$ cat config.mk
export PLATFORM = sky130hd
export DESIGN_NAME = pq_cmd_sched
export DESIGN_NICKNAME = d
export VERILOG_FILES = /design/src/rtl/pq_cmd_sched.sv
export SDC_FILE = /design/constraint.sdc
export NUM_CORES = 1
export LEC_CHECK = 0
export CAP_MARGIN = 20
export CORE_ASPECT_RATIO = 1.1
export CORE_MARGIN = 1
export CORE_UTILIZATION = 54
export DETAILED_ROUTE_END_ITERATION = 10
export PLACE_DENSITY = 0.92
export SLEW_MARGIN = 10
export SYNTH_ARGS = -nofsm -noshare
export SYNTH_HDL_FRONTEND = slang
export SYNTH_SLANG_ARGS = --single-unit
$ cat constraint.sdc
create_clock -name clk -period 5.7 [get_ports clk]
set_clock_uncertainty 0.15 [all_clocks]
set_input_delay 1.14 -clock clk [delete_from_list [all_inputs] [get_ports clk]]
set_output_delay 1.14 -clock clk [all_outputs]
set_load 0.03 [all_outputs]
$ cat src/rtl/pq_cmd_sched.sv
// ---------------------------------------------------------------------------
// pq_cmd_sched
//
// Command front-end for the heap priority queue. Client ENQ / DEQ / REPLACE
// commands are buffered in a small FIFO and issued to the PQ one at a time,
// never while the PQ is busy, and never as an illegal operation (ENQ into a
// full PQ, DEQ/REPLACE from an empty PQ). Every accepted command produces
// exactly one response, in command order, through a valid/ready channel.
//
// Optional feature macro: PQ_SCHED_STATS_EN
//   defined   : stat_enq / stat_deq / stat_err are saturating 16-bit counters
//   undefined : stat_* are tied to zero and no counter flops exist
//
// Ports
//   clk, rst            clock, synchronous active-high reset
//   cmd_valid/ready     client command handshake (ready = FIFO not full)
//   cmd_op              01 ENQ, 10 DEQ, 11 REPLACE, 00 NOP
//   cmd_kv              {key,val} for ENQ / REPLACE
//   rsp_valid/ready     response handshake
//   rsp_kv              removed head for DEQ / REPLACE, else 0
//   rsp_err             command rejected by the full/empty check
//   pq_enq, pq_deq      one-cycle strobes to the PQ (both = replace)
//   pq_kvi              pair to insert, non-zero only while pq_enq is high
//   pq_kvo              current PQ head (minimum key)
//   pq_busy/full/empty  PQ status
//   stat_enq/deq/err    operation counters
// ---------------------------------------------------------------------------
module pq_cmd_sched #(
  parameter int KW        = 16,
  parameter int VW        = 16,
  parameter int CMD_DEPTH = 4
) (
  input  logic             clk,
  input  logic             rst,
  input  logic             cmd_valid,
  output logic             cmd_ready,
  input  logic [1:0]       cmd_op,
  input  logic [KW+VW-1:0] cmd_kv,
  output logic             rsp_valid,
  input  logic             rsp_ready,
  output logic [KW+VW-1:0] rsp_kv,
  output logic             rsp_err,
  output logic             pq_enq,
  output logic             pq_deq,
  output logic [KW+VW-1:0] pq_kvi,
  input  logic [KW+VW-1:0] pq_kvo,
  input  logic             pq_busy,
  input  logic             pq_full,
  input  logic             pq_empty,
  output logic [15:0]      stat_enq,
  output logic [15:0]      stat_deq,
  output logic [15:0]      stat_err
);

  localparam int KVW = KW + VW;
  localparam int AW  = (CMD_DEPTH > 1) ? $clog2(CMD_DEPTH) : 1;

  localparam logic [1:0] OP_ENQ = 2'b01;

  typedef enum logic [1:0] {
    S_IDLE  = 2'd0,
    S_ISSUE = 2'd1,
    S_WAIT  = 2'd2,
    S_RESP  = 2'd3
  } state_t;

  state_t         state;

  // -------------------------------------------------------------------------
  // Command FIFO. Pointers carry one extra wrap bit so full and empty are
  // distinguishable without a separate count.
  // -------------------------------------------------------------------------
  logic [KVW-1:0] fifo_kv [CMD_DEPTH];
  logic [1:0]     fifo_op [CMD_DEPTH];
  logic [AW:0]    wr_ptr;
  logic [AW:0]    rd_ptr;
  logic           fifo_empty;
  logic           fifo_full;
  logic           push;
  logic           pop;

  assign fifo_empty = (wr_ptr == rd_ptr);
  assign fifo_full  = (wr_ptr[AW] != rd_ptr[AW]) &&
                      (wr_ptr[AW-1:0] == rd_ptr[AW-1:0]);

  // No bypass: readiness depends only on occupancy, not on a same-cycle pop.
  assign cmd_ready = !fifo_full && !rst;
  assign push      = cmd_valid && cmd_ready;
  assign pop       = (state == S_IDLE) && !fifo_empty && !pq_busy;

  always_ff @(posedge clk) begin
    if (push) begin
      fifo_kv[wr_ptr[AW-1:0]] <= cmd_kv;
      fifo_op[wr_ptr[AW-1:0]] <= cmd_op;
    end
  end

  always_ff @(posedge clk) begin
    if (rst) begin
      wr_ptr <= '0;
      rd_ptr <= '0;
    end else begin
      if (push) wr_ptr <= wr_ptr + {{AW{1'b0}}, 1'b1};
      if (pop)  rd_ptr <= rd_ptr + {{AW{1'b0}}, 1'b1};
    end
  end

  // -------------------------------------------------------------------------
  // Issue decode. The legality check uses the PQ status seen in the ISSUE
  // cycle itself; if the PQ unexpectedly reports busy there, the FSM holds
  // in ISSUE so a strobe is never driven into a busy PQ.
  // -------------------------------------------------------------------------
  logic [1:0]     cur_op;
  logic [KVW-1:0] cur_kv;
  logic [KVW-1:0] rsp_kv_r;
  logic           rsp_err_r;
  logic           issue_go;
  logic           issue_err;

  assign issue_go  = (state == S_ISSUE) && !pq_busy;
  assign issue_err = ((cur_op == OP_ENQ) && pq_full) ||
                     (cur_op[1] && pq_empty);

  assign pq_enq = issue_go && !issue_err && cur_op[0];
  assign pq_deq = issue_go && !issue_err && cur_op[1];
  assign pq_kvi = pq_enq ? cur_kv : '0;

  // -------------------------------------------------------------------------
  // Scheduler FSM: IDLE -> ISSUE -> (WAIT) -> RESP -> IDLE.
  // Data registers are loaded without reset; only state and the error flag
  // are reset, and the response outputs are qualified by RESP below.
  // -------------------------------------------------------------------------
  always_ff @(posedge clk) begin
    if (pop) begin
      cur_op <= fifo_op[rd_ptr[AW-1:0]];
      cur_kv <= fifo_kv[rd_ptr[AW-1:0]];
    end
    if (issue_go) begin
      rsp_kv_r <= (!issue_err && cur_op[1]) ? pq_kvo : '0;
    end

    if (rst) begin
      state     <= S_IDLE;
      rsp_err_r <= 1'b0;
    end else begin
      unique case (state)
        S_IDLE: begin
          if (pop) state <= S_ISSUE;
        end
        S_ISSUE: begin
          if (issue_go) begin
            rsp_err_r <= issue_err;
            state     <= issue_err ? S_RESP : S_WAIT;
          end
        end
        S_WAIT: begin
          // Entered one cycle after the strobe, so the minimum of one WAIT
          // cycle is implicit; leave once the PQ reports idle.
          if (!pq_busy) state <= S_RESP;
        end
        S_RESP: begin
          if (rsp_ready) state <= S_IDLE;
        end
        default: state <= S_IDLE;
      endcase
    end
  end

  assign rsp_valid = (state == S_RESP);
  assign rsp_kv    = rsp_valid ? rsp_kv_r : '0;
  assign rsp_err   = rsp_valid && rsp_err_r;

  // -------------------------------------------------------------------------
  // Statistics, counted in the cycle the command is issued (or rejected).
  // -------------------------------------------------------------------------
`ifdef PQ_SCHED_STATS_EN
  function automatic logic [15:0] sat_inc(input logic [15:0] cnt);
    return (cnt == 16'hFFFF) ? cnt : cnt + 16'd1;
  endfunction

  logic [15:0] cnt_enq;
  logic [15:0] cnt_deq;
  logic [15:0] cnt_err;

  always_ff @(posedge clk) begin
    if (rst) begin
      cnt_enq <= '0;
      cnt_deq <= '0;
      cnt_err <= '0;
    end else if (issue_go) begin
      if (issue_err) begin
        cnt_err <= sat_inc(cnt_err);
      end else begin
        if (cur_op[0]) cnt_enq <= sat_inc(cnt_enq);
        if (cur_op[1]) cnt_deq <= sat_inc(cnt_deq);
      end
    end
  end

  assign stat_enq = cnt_enq;
  assign stat_deq = cnt_deq;
  assign stat_err = cnt_err;
`else
  assign stat_enq = '0;
  assign stat_deq = '0;
  assign stat_err = '0;
`endif

endmodule

## Yosys cells after proc, flatten, opt, wreduce, memory -nomap -nowiden

Memories as Yosys holds them, arrays and structs flattened. A register that Yosys moved wholly into a read port is not among the register bits.
Index checks and enable logic that the tools add are counted.
W data, S select, Z words.

- Register bits: 41
- Latch bits: 0
- RAM bits: 136
- Memory bits (read-only): 0
- Input bits: 73
- Word-level logic and storage cells: 52
- Memories kept: 2

Memory list:

| name | depth | bits a word | read ports | clocked after Yosys merged registers in | write ports | RTL line | RTL |
|---|---|---|---|---|---|---|---|
| fifo_kv | 4 | 32 | 1 | 1 | 1 | 73 | `logic [KVW-1:0] fifo_kv [CMD_DEPTH];` |
| fifo_op | 4 | 2 | 1 | 1 | 1 | 74 | `logic [1:0] fifo_op [CMD_DEPTH];` |

- Add/subtract/negate cells: 2
- $mul: 0
- Divide/modulo/power cells: 0
- Magnitude comparators: 0
- Equal/unequal tests: 11
- Shifts and indexed selects: 0
- Muxes and demuxes: 10
- Bitwise operators: 0
- Reductions and logical operators: 22

Operators by type and width:

| operator | count |
|---|---|
| $mux W32 | 2 |
| $logic_and A1 B1 Y1 | 13 |
| $mux W2 | 4 |
| $pmux W2 S4 | 1 |
| $add A3 B1 Y3 const B | 2 |
| $ne A2 B2 Y1 const B | 3 |
| $logic_not A1 Y1 | 5 |
| $eq A2 B1 Y1 const B | 2 |
| $eq A2 B2 Y1 const B | 2 |
| $reduce_and A4 Y1 | 1 |
| $eq A3 B3 Y1 | 1 |
| $mux W1 | 3 |
| $eq A2 B2 Y1 | 1 |
| $logic_not A2 Y1 | 1 |
| $ne A2 B1 Y1 const B | 1 |
| $reduce_and A2 Y1 | 1 |
| $logic_or A1 B1 Y1 | 1 |
| $ne A1 B1 Y1 | 1 |

## Logic depth before layout (Yosys ltp)

Gate-level depths: netlist (run 1).

- Word-level depth: 7
- Mapped depth: 7
- Gate-level depth less buffers: 6

## Least setup slack after synthesis (run 1)

No wires, ideal clock.

- Path type: in2out
- From: in pq_busy
- To: out pq_kvi[22]
- Data arrival time: 3.586 ns
- Data required time: 4.410 ns
- Slack: 0.824 ns
- Cell stages on the path: 4
- Path through: nor2_1 -> and3_1 -> buf_2 -> and2_1

- Word-level cells in the longest chain between the ends: 5

Ends and longest elaborated chain:

| what | RTL line | RTL |
|---|---|---|
| start, declared | 47 | `input logic pq_busy,` |
| $logic_not A1 Y1 | - |  |
| $logic_and A1 B1 Y1 | 120 | `assign issue_go = (state == S_ISSUE) && !pq_busy;` |
| $logic_and A1 B1 Y1 (2 in a row) | 124 | `assign pq_enq = issue_go && !issue_err && cur_op[0];` |
| net pq_enq | 43 | `output logic pq_enq,` |
| $mux W32 | 126 | `assign pq_kvi = pq_enq ? cur_kv : '0;` |
| end, declared | 45 | `output logic [KW+VW-1:0] pq_kvi,` |

The timed path passes the listed nets, and every way through them passes these cells.

## Final worst setup path (run 1)

- From: in pq_full
- To: out pq_kvi[15]

- Word-level cells in the longest chain between the ends: 6

Ends and longest elaborated chain:

| what | RTL line | RTL |
|---|---|---|
| start, declared | 48 | `input logic pq_full,` |
| $logic_and A1 B1 Y1 | 121 | `assign issue_err = ((cur_op == OP_ENQ) && pq_full) \|\|` |
| $logic_or A1 B1 Y1 | 121 |  |
| $logic_not A1 Y1 | 124 |  |
| $logic_and A1 B1 Y1 (2 in a row) | 124 |  |
| $mux W32 | 126 |  |

No other way between the ends.

==> results.py, run 1 <==
metrics = {
    "status": {
        "status": "finished clean",
    },
    "cells_and_area": {
        "drive_gt1_frac": 0.1352,
        "fin_cells": 832,
        "syn2layout_area_growth_pct": 25.73,
        "num_antenna_cells": 0,
        "fin_area_um2": 10740,
        "layout.nets": 705,
    },
    "setup_path": {
        "critPathLaunchType": "input port",
        "arrival_ps": 3230,
        "required_ps": 4410,
        "cp_max_fo": 15,
        "cp-end-kind": "primary output",
        "critPathKind": "input port to primary output",
    },
    "synthesis": {
        "synth_most_common_cell": "edfxtp_1",
        "yosysTopAreaCell": "edfxtp_1",
        "synth_top_area_frac": 0.7103,
        "synthCells": 471,
        "yosys_warnings": 0,
        "ys.flop_type": "edfxtp_1",
        "synthDistinctLibCells": 34,
        "netlist_area_um2": 8539,
        "syn_avg_cell_area_um2": 18.13,
        "synth_edf_count": 202,
        "synth_common_cells": "edfxtp_1 (202), and2_1 (98), buf_4 (49)",
        "ys_seq_elements": 211,
        "yosysSeqAreaShare": 0.7314,
        "synth-async-reset-ratio": 0,
        "synth.area.top_cells": "edfxtp_1 (71%), mux4_2 (9.0%), and2_1 (7.2%)",
    },
    "placement": {
        "io_buffers": 141,
        "dpl_cell_area_um2": 10050,
        "dpl.hpwl_um": 9682,
        "gp_congestion": 0.7144,
        "dp_cells": 797,
    },
    "clock_network": {
        "cts_tree": "done",
        "clkLatencyLatePin_ps": 470,
        "postCtsSetupRepairBufs": 0,
        "cts_buffers": 20,
        "cts_resized": 0,
        "cts-root-buf": "clkbuf_16",
        "cts_hold_buf": 0,
        "cts_max_level": 1,
        "clk_pin_slew_ps": 50,
        "cts.sinks": 211,
        "cts_buffer_depth": 3,
    },
    "die": {
        "die_h_um": 133.9,
        "io_pins": 190,
        "fp-row-count": 47,
        "start_util": 0.5607,
        "core_um2": 15230,
        "die_x_um": 121.9,
        "dieArea_um2": 16320,
    },
    "run": {
        "cap_violations": 0,
    },
    "detailed_routing": {
        "drtPass1Iterations": 4,
        "via_count": 4282,
        "drc": 0,
        "wl_um": 15300,
        "viasPerCell": 5.147,
        "routedWlPerCell_um": 18.39,
        "postRouteAntennaNets": 0,
        "drtIter0Drc": 158,
    },
    "sta": {
        "setup_tns_ps": 0,
        "setup_violations": 0,
        "tightest_slew_ps": 983.0,
        "period_minus_slack_ps": 4522,
        "fin_crit_sh": 0.7934,
        "final_hold_viol_count": 0,
        "maxSlewHeadroom": 0.3446,
        "fmax_mhz": 221.1,
        "slew_violations": 0,
        "rsz0062_at_grt": "false",
    },
    "pwr": {
        "cellPowerDensity_nw_per_um2": 372.6,
        "vdd_drop_max_uv": 336.1,
        "p_leak_nw": 3.680,
    },
    "hold_path": {
        "min_path_type": "flop to flop",
    },
    "grt": {
        "grt_pass1_vias": 4532,
        "grt_overflow": 0,
        "grt_max_degree": 38,
        "antenna_found_initial": 0,
        "grt_usage": 0.1910,
        "grt_pass1_wl_um": 23490,
    },
}
==> power breakdown <==
part	leakage [nW]	internal [mW]	switching, mW	total [mW]
registers	1.92	1.89	0.0412	1.93
logic	1.42	0.309	0.396	0.705
clock network	0.339	0.850	0.517	1.37
total	3.68	3.05	0.954	4.00
==> per-layer routing <==
metal / vias up / part of all wire / GRT usage
met5: - / 0 / 0
met4: 0 / 0.011 / 0.04664
met3: 24 / 0.076 / 0.04167
met2: 192 / 0.53 / 0.3487
met1: 2104 / 0.38 / 0.2272
li1: 1962 / - / -
==> sequential cells by signal, indices dropped and copies added (netlist names) <==
name,flops
rsp_err_r,1
fifo_op,8
cur_kv,32
rd_ptr,3
rsp_kv_r,32
cur_op,2
wr_ptr,3
fifo_kv,128
state,2
==> critical path: stages <==
cell and delay [ps]:
clkdlybuf4s50_1 400, and3b_1 170, a21oi_1 210, and3_1 220
buf_4 210, and2_1 170, clkdlybuf4s50_1 700
==> cell families after synthesis <==
kind of cell               after synthesis  synth area share
and+or+nand+nor                        119           0.08454
other                                    1         0.0004391
buffers and inverters                   73           0.05509
muxes                                   37           0.09319
adders and majority gates                9           0.01319
DFF                                    211            0.7314
AOI/OAI and AO/OA                       13           0.01304
xor gates and xnor gates                 8          0.009085
==> cell type report <==
cell class | count | area, µm²
clock buffers | 24 | 536.8
clock inverters | 11 | 151.4
fillers | 933 | 4494
inverters | 7 | 26.28
multi-input cells | 234 | 2007
flip-flops and latches | 211 | 6248
well taps | 196 | 245.2
repair buffers | 149 | 1521
==> layout by cell type, fill, tap and decap left out, types with 2 or more instances in the layout <==
master	netlist	final
edfxtp_1	202	202
clkdlybuf4s50_1	0	136
and2_1	98	98
conb_1	1	48
mux4_2	34	34
clkbuf_16	0	21
ha_1	9	9
nor2_1	9	8
buf_4	49	8
inv_1	7	7
dfxtp_1	9	7
buf_12	0	5
xnor2_1	4	4
and3_2	0	4
clkinv_2	0	4
bufinv_16	0	4
xor2_1	3	3
mux2i_1	3	3
clkinv_1	0	3
clkbuf_1	12	3
a21oi_1	2	2
o21ai_0	2	2
nand2b_1	2	2
dfxtp_2	0	2
==> through the flow <==
stage	hold WS [ps]	power [mW]	setup slack [ps]	util
3_3_place_gp	340.1	2.650	1215	0.6597
4_1_cts	363.5	4.045	1169	0.7049
2_1_floorplan	323.7	2.466	824.4	-
3_5_place_dp	358.6	2.676	1195	0.6597
5_1_grt	424.3	4.165	1062	0.7049
6_report	361.4	4.000	1178	0.7049
==> final timing paths <==
| path | from | end | slack [ps] | cells after the start |
|---|---|---|---|---|
| max | pq_full | pq_kvi[15] | 1180 | 7 |
| max reg2reg | rd_ptr[2]$_SDFFE_PP0P_ | fifo_kv[1][5]$_DFFE_PP_ | 3050 | 4 |
| min | rsp_err_r$_SDFFE_PP0P_ | rsp_err_r$_SDFFE_PP0P_ | 360 | 2 |
| min reg2reg | rsp_err_r$_SDFFE_PP0P_ | rsp_err_r$_SDFFE_PP0P_ | 360 | 2 |
(Power assumes the default switching activity.)
==> inputs of run 2 (changes only) <==
--- a/config.mk
+++ b/config.mk
@@ -8,9 +8,9 @@
 export CAP_MARGIN = 20
 export CORE_ASPECT_RATIO = 1.1
 export CORE_MARGIN = 1
-export CORE_UTILIZATION = 54
+export CORE_UTILIZATION = 50
 export DETAILED_ROUTE_END_ITERATION = 10
-export PLACE_DENSITY = 0.92
+export PLACE_DENSITY = 0.86
 export SLEW_MARGIN = 10
 export SYNTH_ARGS = -nofsm -noshare
 export SYNTH_HDL_FRONTEND = slang
==> constraint.sdc (replaced) <==
create_clock -name clk -period 4.6 [get_ports clk]
set_clock_uncertainty 0.15 [all_clocks]
set_input_delay 0.92 -clock clk [delete_from_list [all_inputs] [get_ports clk]]
set_output_delay 0.92 -clock clk [all_outputs]
set_load 0.03 [all_outputs]
==> results.py, run 2 (same netlist as run 1, synthesis figures left out) <==
metrics = {
    "placement": {
        "dpl.hpwl_um": 9428,
        "gp_congestion": 0.7059,
        "preCtsSetupSlack_ps": 847.1,
        "dpl_cell_area_um2": 10010,
        "dp_cells": 805,
        "io_buffers": 141,
    },
    "pwr": {
        "vdd_drop_max_uv": 407.9,
        "cellPowerDensity_nw_per_um2": 470.4,
        "p_total_mw": 5.050,
        "p_leak_nw": 3.751,
    },
    "setup_path": {
        "cp_max_fo": 19,
        "critPathKind": "input port to primary output",
        "required_ps": 3530,
        "critPathLaunchType": "input port",
        "cp-end-kind": "primary output",
        "arrival_ps": 2660,
    },
    "grt": {
        "grt_pass1_vias": 4519,
        "grt_pass1_wl_um": 24200,
        "grt_overflow": 0,
        "grt_usage": 0.1817,
        "grt_max_degree": 39,
        "antenna_found_initial": 1,
    },
    "detailed_routing": {
        "drtIter0Drc": 223,
        "postRouteAntennaNets": 0,
        "wl_um": 15410,
        "drtPass1Iterations": 5,
        "drc": 0,
        "via_count": 4267,
        "routedWlPerCell_um": 18.28,
        "viasPerCell": 5.062,
    },
    "clock_network": {
        "cts_max_level": 1,
        "clkLatencyLatePin_ps": 480,
        "cts_tree": "done",
        "clk_pin_slew_ps": 60,
        "cts_hold_buf": 0,
        "cts.sinks": 211,
        "cts_resized": 0,
        "cts_buffer_depth": 3,
        "cts-root-buf": "clkbuf_16",
        "postCtsSetupRepairBufs": 0,
        "cts_buffers": 21,
    },
    "sta": {
        "rsz0062_at_grt": "false",
        "final_hold_viol_count": 0,
        "setup_violations": 0,
        "fin_crit_sh": 0.8115,
        "fin_ws_ps": 867.1,
        "setup_tns_ps": 0,
        "slew_violations": 0,
        "tightest_slew_ps": 995.2,
        "fmax_mhz": 267.9,
        "period_minus_slack_ps": 3733,
        "hold_slack_ps": 350.8,
        "maxSlewHeadroom": 0.3366,
    },
    "cells_and_area": {
        "fin_area_um2": 10740,
        "largest_reg_flops": 128,
        "fin_util": 0.6485,
        "fillers": 1128,
        "multi_input_area_um2": 2012,
        "final_cell_mix": "edfxtp_1 (202), clkdlybuf4s50_1 (108), and2_1 (98)",
        "syn2layout_area_growth_pct": 25.71,
        "fin_cells": 843,
        "seqCellArea_um2": 6248,
        "layout.nets": 706,
        "final_common_cell": "edfxtp_1",
        "drive_gt1_frac": 0.1787,
    },
    "die": {
        "dieArea_um2": 17610,
        "fp-row-count": 49,
        "die_h_um": 139.1,
        "die_x_um": 126.6,
        "core_um2": 16550,
        "io_pins": 190,
        "start_util": 0.5159,
    },
    "status": {
        "status": "finished clean",
    },
    "hold_path": {
        "min_path_type": "flop to flop",
    },
    "run": {
        "cap_violations": 0,
    },
}
-- run 2: cell types whose count changed in the layout (fill, tap and decap cells not counted), sizes merged --
cell and delta:
buf +28, clkdlybuf4s50 -28, bufinv +1, clkinv -1, clkinvlp +1, diode +1
inv +1
-- run 2: layout make-up --
class                           instances  share of cell area
Timing Repair Buffer                  149              0.1364
Clock buffer                           24             0.05000
Antenna cell                            1           0.0002331
Multi-Input combinational cell        234              0.1874
Clock inverter                         13             0.01772
Inverter                                7            0.002448
Tap cell                              204             0.02378
Sequential cell                       211              0.5821
-- run 2: critical path: stages --
cell and delay (ps):
clkdlybuf4s50_1 530, nor2_4 160, buf_4 250, and3_1 210, buf_4 220, and2_1 200
buf_12 130
-- run 2: metal layers --
layer | global-route usage | up-vias | wire [µm] | part of all wire
met5 | 0 | - | 0 | 0
met4 | 0.04946 | 0 | 235 | 0.015
met3 | 0.04475 | 22 | 1265 | 0.082
met2 | 0.3248 | 218 | 8068 | 0.52
met1 | 0.2188 | 2057 | 5840 | 0.38
li1 | - | 1970 | - | -
-- run 2: final timing paths --
check	cells after the start	slack (ps)	start	end
setup / recovery	7	870	pq_busy	pq_kvi[30]
hold / removal	2	350	rsp_err_r$_SDFFE_PP0P_	rsp_err_r$_SDFFE_PP0P_
setup reg to reg	4	2050	rd_ptr[2]$_SDFFE_PP0P_	fifo_kv[2][0]$_DFFE_PP_
hold reg to reg	2	350	rsp_err_r$_SDFFE_PP0P_	rsp_err_r$_SDFFE_PP0P_
-- run 2: power by group --
| group | internal (mW) | switching, mW | leakage (nW) |
|---|---|---|---|
| combinational | 0.376 | 0.489 | 1.48 |
| sequential | 2.34 | 0.0537 | 1.92 |
| clock | 1.12 | 0.675 | 0.349 |
| total | 3.83 | 1.22 | 3.75 |
